`src/rtl/aucohl_uart_rx_pkg.sv`:
```
// Shared constants and types for the aucohl UART receiver.
package aucohl_uart_rx_pkg;

    localparam int unsigned STATE_W = 3;
    localparam int unsigned OVS     = 16;
    localparam int unsigned MID     = 7;
    localparam int unsigned LAST    = OVS - 1;

    typedef enum logic [STATE_W-1:0] {
        ST_IDLE   = 3'd0,
        ST_START  = 3'd1,
        ST_DATA   = 3'd2,
        ST_PARITY = 3'd3,
        ST_STOP   = 3'd4
    } rx_state_e;

    // Frame format captured when a start bit is detected
    typedef struct packed {
        logic parity_en;
        logic parity_odd;
    } rx_cfg_t;

endpackage

```
`src/rtl/aucohl_uart_rx_ticker.sv`:
```
// 16x oversample tick generator: one-cycle pulse every clk_div+1 clocks while enabled.
module aucohl_ticker #(
    parameter int unsigned W = 16
) (
    input  logic         clk,
    input  logic         rst_n,
    input  logic         en,
    input  logic [W-1:0] clk_div,
    output logic         tick
);

    logic [W-1:0] cnt;

    // Divisor is compared live; >= recovers cleanly if it shrinks mid-count
    always_ff @(posedge clk or negedge rst_n) begin
        if (!rst_n) begin
            cnt  <= '0;
            tick <= 1'b0;
        end else if (!en) begin
            cnt  <= '0;
            tick <= 1'b0;
        end else if (cnt >= clk_div) begin
            cnt  <= '0;
            tick <= 1'b1;
        end else begin
            cnt  <= cnt + W'(1);
            tick <= 1'b0;
        end
    end

endmodule

```
`src/rtl/aucohl_uart_rx.sv`:
```
// Oversampling UART receiver: recovers start/data/parity/stop and pushes good characters to a FIFO.
module aucohl_uart_rx
    import aucohl_uart_rx_pkg::*;
#(
    parameter int unsigned DW = 8,
    parameter int unsigned W  = 16
) (
    input  logic          clk,
    input  logic          rst_n,
    input  logic          en,
    input  logic          rx,
    input  logic [W-1:0]  clk_div,
    input  logic          parity_en,
    input  logic          parity_odd,
    input  logic          full,
    output logic          wr,
    output logic [DW-1:0] wdata,
    output logic          busy,
    output logic          frame_err,
    output logic          parity_err,
    output logic          overrun_err
);

    localparam int unsigned NW = $clog2(DW + 1);
    localparam int unsigned SW = 4;

    logic          tick;
    rx_state_e     state_q, state_d;
    logic [SW-1:0] s_q, s_d;
    logic [NW-1:0] n_q, n_d;
    logic [DW-1:0] shreg_q, shreg_d;
    rx_cfg_t       cfg_q, cfg_d;
    logic          par_bad_q, par_bad_d;
    logic          wr_d, busy_d, frame_err_d, parity_err_d, overrun_err_d;
    logic [DW-1:0] wdata_d;

    aucohl_ticker #(.W(W)) u_ticker (
        .clk     (clk),
        .rst_n   (rst_n),
        .en      (en),
        .clk_div (clk_div),
        .tick    (tick)
    );

    // Next-state, datapath and output pulse decode
    always_comb begin
        state_d       = state_q;
        s_d           = s_q;
        n_d           = n_q;
        shreg_d       = shreg_q;
        cfg_d         = cfg_q;
        par_bad_d     = par_bad_q;
        wdata_d       = wdata;
        wr_d          = 1'b0;
        frame_err_d   = 1'b0;
        parity_err_d  = 1'b0;
        overrun_err_d = 1'b0;

        if (!en) begin
            state_d = ST_IDLE;
            s_d     = '0;
            n_d     = '0;
        end else if (tick) begin
            case (state_q)
                ST_IDLE: begin
                    if (!rx) begin
                        state_d   = ST_START;
                        s_d       = '0;
                        cfg_d     = '{parity_en: parity_en, parity_odd: parity_odd};
                        par_bad_d = 1'b0;
                    end
                end
                ST_START: begin
                    if (s_q == SW'(MID)) begin
                        s_d = '0;
                        if (!rx) begin
                            state_d = ST_DATA;
                            n_d     = '0;
                        end else begin
                            state_d = ST_IDLE;
                        end
                    end else begin
                        s_d = s_q + SW'(1);
                    end
                end
                ST_DATA: begin
                    if (s_q == SW'(LAST)) begin
                        s_d     = '0;
                        shreg_d = {rx, shreg_q[DW-1:1]};
                        n_d     = n_q + NW'(1);
                        if (n_q == NW'(DW - 1)) begin
                            state_d = cfg_q.parity_en ? ST_PARITY : ST_STOP;
                        end
                    end else begin
                        s_d = s_q + SW'(1);
                    end
                end
                ST_PARITY: begin
                    if (s_q == SW'(LAST)) begin
                        s_d       = '0;
                        par_bad_d = (rx != ((^shreg_q) ^ cfg_q.parity_odd));
                        state_d   = ST_STOP;
                    end else begin
                        s_d = s_q + SW'(1);
                    end
                end
                ST_STOP: begin
                    if (s_q == SW'(LAST)) begin
                        s_d     = '0;
                        state_d = ST_IDLE;
                        if (!rx) begin
                            frame_err_d = 1'b1;
                        end else if (full) begin
                            overrun_err_d = 1'b1;
                        end else begin
                            wr_d         = 1'b1;
                            wdata_d      = shreg_q;
                            parity_err_d = par_bad_q;
                        end
                    end else begin
                        s_d = s_q + SW'(1);
                    end
                end
                default: begin
                    state_d = ST_IDLE;
                    s_d     = '0;
                end
            endcase
        end

        busy_d = (state_d != ST_IDLE);
    end

    always_ff @(posedge clk or negedge rst_n) begin
        if (!rst_n) begin
            state_q     <= ST_IDLE;
            s_q         <= '0;
            n_q         <= '0;
            shreg_q     <= '0;
            cfg_q       <= '0;
            par_bad_q   <= 1'b0;
            wr          <= 1'b0;
            wdata       <= '0;
            busy        <= 1'b0;
            frame_err   <= 1'b0;
            parity_err  <= 1'b0;
            overrun_err <= 1'b0;
        end else begin
            state_q     <= state_d;
            s_q         <= s_d;
            n_q         <= n_d;
            shreg_q     <= shreg_d;
            cfg_q       <= cfg_d;
            par_bad_q   <= par_bad_d;
            wr          <= wr_d;
            wdata       <= wdata_d;
            busy        <= busy_d;
            frame_err   <= frame_err_d;
            parity_err  <= parity_err_d;
            overrun_err <= overrun_err_d;
        end
    end

endmodule

```
`config.mk`:
```
export PLATFORM = sky130hd
export DESIGN_NAME = aucohl_uart_rx
export DESIGN_NICKNAME = d
export VERILOG_FILES = /design/src/rtl/aucohl_uart_rx_pkg.sv /design/src/rtl/aucohl_uart_rx_ticker.sv /design/src/rtl/aucohl_uart_rx.sv
export SDC_FILE = /design/constraint.sdc
export NUM_CORES = 1
export LEC_CHECK = 0
export BUFFER_PORTS_ARGS = -buffer_cell sky130_fd_sc_hd__buf_2
export CAP_MARGIN = 15
export CORE_ASPECT_RATIO = 0.9
export CORE_MARGIN = 4
export CORE_UTILIZATION = 56
export CTS_BUF_LIST = sky130_fd_sc_hd__clkbuf_4 sky130_fd_sc_hd__clkbuf_8
export DETAILED_ROUTE_END_ITERATION = 6
export HOLD_SLACK_MARGIN = 0.12
export PLACE_DENSITY = 0.76
export SETUP_SLACK_MARGIN = 0.2
export SLEW_MARGIN = 20
export SYNTH_ARGS = -nofsm -noshare
export SYNTH_HDL_FRONTEND = slang
export SYNTH_SLANG_ARGS = --single-unit
```
`constraint.sdc`:
```
create_clock -name clk -period 2.7 [get_ports clk]
set_input_delay 0.135 -clock clk [delete_from_list [all_inputs] [get_ports clk]]
set_output_delay 0.135 -clock clk [all_outputs]
set_load 0.05 [all_outputs]
```
==> run_results.csv <==
group,metric,value,unit
power_and_ir_drop,peakVddDrop,0.3493,mV
clocking,clkTransAtPathRegs,0.09,ns
routing,via_per_inst,5.495,
sta,fin_setup_tns,0,ns
min_path,whs_endpoint,"u_ticker.tick",
global_route,grt_first_pass_wirelength,10350,um
yosys,synth-edff-count,0,
worst_setup_path,start_kind,"flop",
floorplanning,io_pins,36,
power_and_ir_drop,cellPowerDensity,426.9,mW/mm2
worst_setup_path,critPathCaptureType,"flop",
worst_setup_path,worstPathMaxFanout,17,
clocking,clock_sinks,52,
routing,ant_nets,0,
final_layout,final_net_count,368,
min_path,min_path_cells,2,
final_layout,nFillCells,396,
floorplanning,die_height,76.98,um
floorplanning,chipWidth,84.64,um
sta,setup_viol,0,
yosys,synth.most_common_cell,"dfrtp_1",
power_and_ir_drop,power.leakage,0.001671,uW
routing,wirelength,5545,um
min_path,hold_start,"en",
yosys,synth_area_leaders,"dfrtp_1, ha_1, mux2_2",
sta,setup_ws,0.5313,ns
sta,skew,0.008710,ns
yosys,ys_ff_latch,52,
yosys,synthArstFlopShare,100.0,%
placed_design,place.port_buffers,35,
sta,max_freq,461.1,MHz
yosys,synth-main-ff-cell,"dfrtp_1",
yosys,ys_seq_area_share,43.96,%
final_layout,seq_area,0.001301,mm2
placed_design,globalplace.congestion,0.8282,
yosys,yosys_warnings,0,
clocking,cts_buffers,5,
clocking,cts_root_buf,"clkbuf_8",
global_route,antenna_found_initial,0,
power_and_ir_drop,p_switching,318.0,uW
yosys,syn_avg_cell_area,10.24,um2
yosys,synthesis.area,0.002960,mm2
clocking,cts_tree,"built",
worst_setup_path,worstPathArrival,2.36,ns
routing,wl_per_cell,14.15,um
floorplanning,die_area,0.006515,mm2
clocking,clk-insertion-delay-late,0.30,ns
clocking,cts_buffer_depth,2,
routing,drc,0,
routing,firstDrtPassIters,4,
sta,slew_headroom,53.77,%
power_and_ir_drop,intPower,1099,uW
sta,tightest_slew,0.6934,ns
floorplanning,initial_core_util,59.39,%
final_layout,multi_input_area,0.001511,mm2
final_layout,drive_gt1_share,20.18,%
final_layout,finalCoreUtilization,66.57,%
placed_design,dp_slack,0.6368,ns
sta,grt_setup_unrepaired,"no",
power_and_ir_drop,switching_share,22.45,%
power_and_ir_drop,pwr-share-comb,6.1,%
global_route,grt_max_degree,36,
global_route,first_global_vias,2184,
yosys,netlist.area_leader.share,43.96,%
flow_run,drv_cap,0,
yosys,synthTopCellsByCount,"dfrtp_1, nand2_1, nor3_1",
sta,finalCriticalPeriod,2.169,ns
sta,finalMaxSlewViolations,0,
final_layout,syn2layout_area_growth,12.09,%
worst_setup_path,rrSetupSlack,0.53,ns
min_path,min-delay-path-class,"in -> reg",
floorplanning,rows,24,
status,status,"finished clean",
clocking,cts_max_level,2,
global_route,grt-ovfl-total,0,
yosys,synth_cell_types,48,
clocking,post_cts_buffers,0,
sta,finalHoldViolCount,0,
routing,vias,2154,
worst_setup_path,path_class,"reg -> reg",
yosys,synth_top_area_cell,"dfrtp_1",
global_route,grt_usage,19.13,%
worst_setup_path,regToRegStartpoint,"u_ticker.cnt[0]",
worst_setup_path,r2r_end,"u_ticker.cnt[3]",
worst_setup_path,cp.required,2.89,ns
floorplanning,core_region_area,0.004985,mm2
yosys,synth.net_count,331,
power_and_ir_drop,power_frac_clock,38.2,%
sta,whs,0.1819,ns
power_and_ir_drop,seqPwrFrac,55.8,%
routing,dr.first_iter.drc_count,141,
worst_setup_path,ff2ff_path_depth,7,
yosys,synth_cells,289,
sta,min_period_over_period,80.32,%
power_and_ir_drop,finalPower,1417,uW
final_layout,num_antenna_cells,0,
placed_design,post-dp-hpwl,4124,um
## power groups by stage
stage	clock, uW	combinational, uW	sequential [uW]
floorplan	0	43.2	802
finish	541	85.8	790
global route	599	101	791
global placement	0	80.0	805
detailed placement	0	83.2	805
CTS	554	87.8	790
## logic make-up (layout without fill, tap and decap cells)
group	after synthesis	after routing	synth area share (%)
mux	19	19	7.227
fa+ha+maj	19	19	8.030
buf+inv	32	70	4.987
xor+xnor	24	24	7.101
compound gates	36	36	7.692
flops	52	52	43.96
simple gates	107	107	21.01
## layer usage
metal  GRT usage (%)  up-vias  part of all wire (%)
li1                -     1096                     -
met1           27.44     1024                    51
met2           29.89       27                    45
met3           3.859        7                   3.0
met4           4.589        0                  0.94
met5               0        -                     0
## per-stage QoR
step	instance area [um2]	instances
5_1_grt	3318	392
3_3_place_gp	3163	380
2_1_floorplan	2960	289
3_5_place_dp	3163	380
6_report	3318	392
4_1_cts	3318	392
## final cells by class
cell class	count	area share, %
Multi-Input combinational cell	205	45.55
Timing Repair Buffer	41	6.938
Tap cell	65	2.451
Clock buffer	5	2.074
Clock inverter	3	1.395
Sequential cell	52	39.22
Inverter	21	2.376
## state kept, by name, summed over array words and instances, names as in the netlist
register,flops
u_ticker.cnt,16
shreg_q,8
wdata,8
n_q,4
s_q,4
state_q,3
cfg_q,2
busy,1
frame_err,1
overrun_err,1
par_bad_q,1
parity_err,1
u_ticker.tick,1
wr,1
## layout by cell type, fill, tap and decap left out, types with 3 or more instances in the layout
cell / synthesis / routed
a21o_1: 4 / 4
and3_1: 3 / 3
o21ai_0: 11 / 11
clkbuf_8: 0 / 5
a21oi_1: 5 / 5
xnor2_1: 18 / 18
nand2b_1: 3 / 3
dlygate4sd3_1: 0 / 4
nand2_1: 22 / 22
xor2_1: 6 / 6
buf_2: 2 / 35
and3b_1: 3 / 3
ha_1: 19 / 19
inv_1: 21 / 21
o31ai_1: 3 / 3
mux2_2: 17 / 17
nor3_1: 22 / 22
nor2b_1: 3 / 3
nor2_1: 10 / 10
a31oi_1: 3 / 3
nand3_1: 13 / 13
dfrtp_1: 52 / 52
nand4_1: 8 / 8
nand4b_1: 3 / 3
## worst max-delay path, cell delays in order, from the launching register on
cell	delay, ns
dfrtp_1	0.42
inv_1	0.06
ha_1	0.25
nand2b_1	0.14
a211oi_1	0.22
o21ai_0	0.12
a311o_1	0.51
nor3_1	0.34
## worst max path at each step
stage	from	to	slack (ns)
floorplan	u_ticker.cnt[0]	u_ticker.cnt[10]	0.84
global placement	u_ticker.cnt[4]	u_ticker.cnt[5]	0.68
detailed placement	u_ticker.cnt[0]	u_ticker.tick	0.64
CTS	u_ticker.cnt[0]	u_ticker.cnt[3]	0.57
global route	u_ticker.cnt[9]	u_ticker.cnt[13]	0.37
finish	u_ticker.cnt[0]	u_ticker.cnt[3]	0.53
## what timing repair did
item	4_1_cts	5_1_grt
endpoints found under the hold margin	20	0
gates resized for setup	0	0
hold buffers	4	0
(Power assumes the default switching activity.)
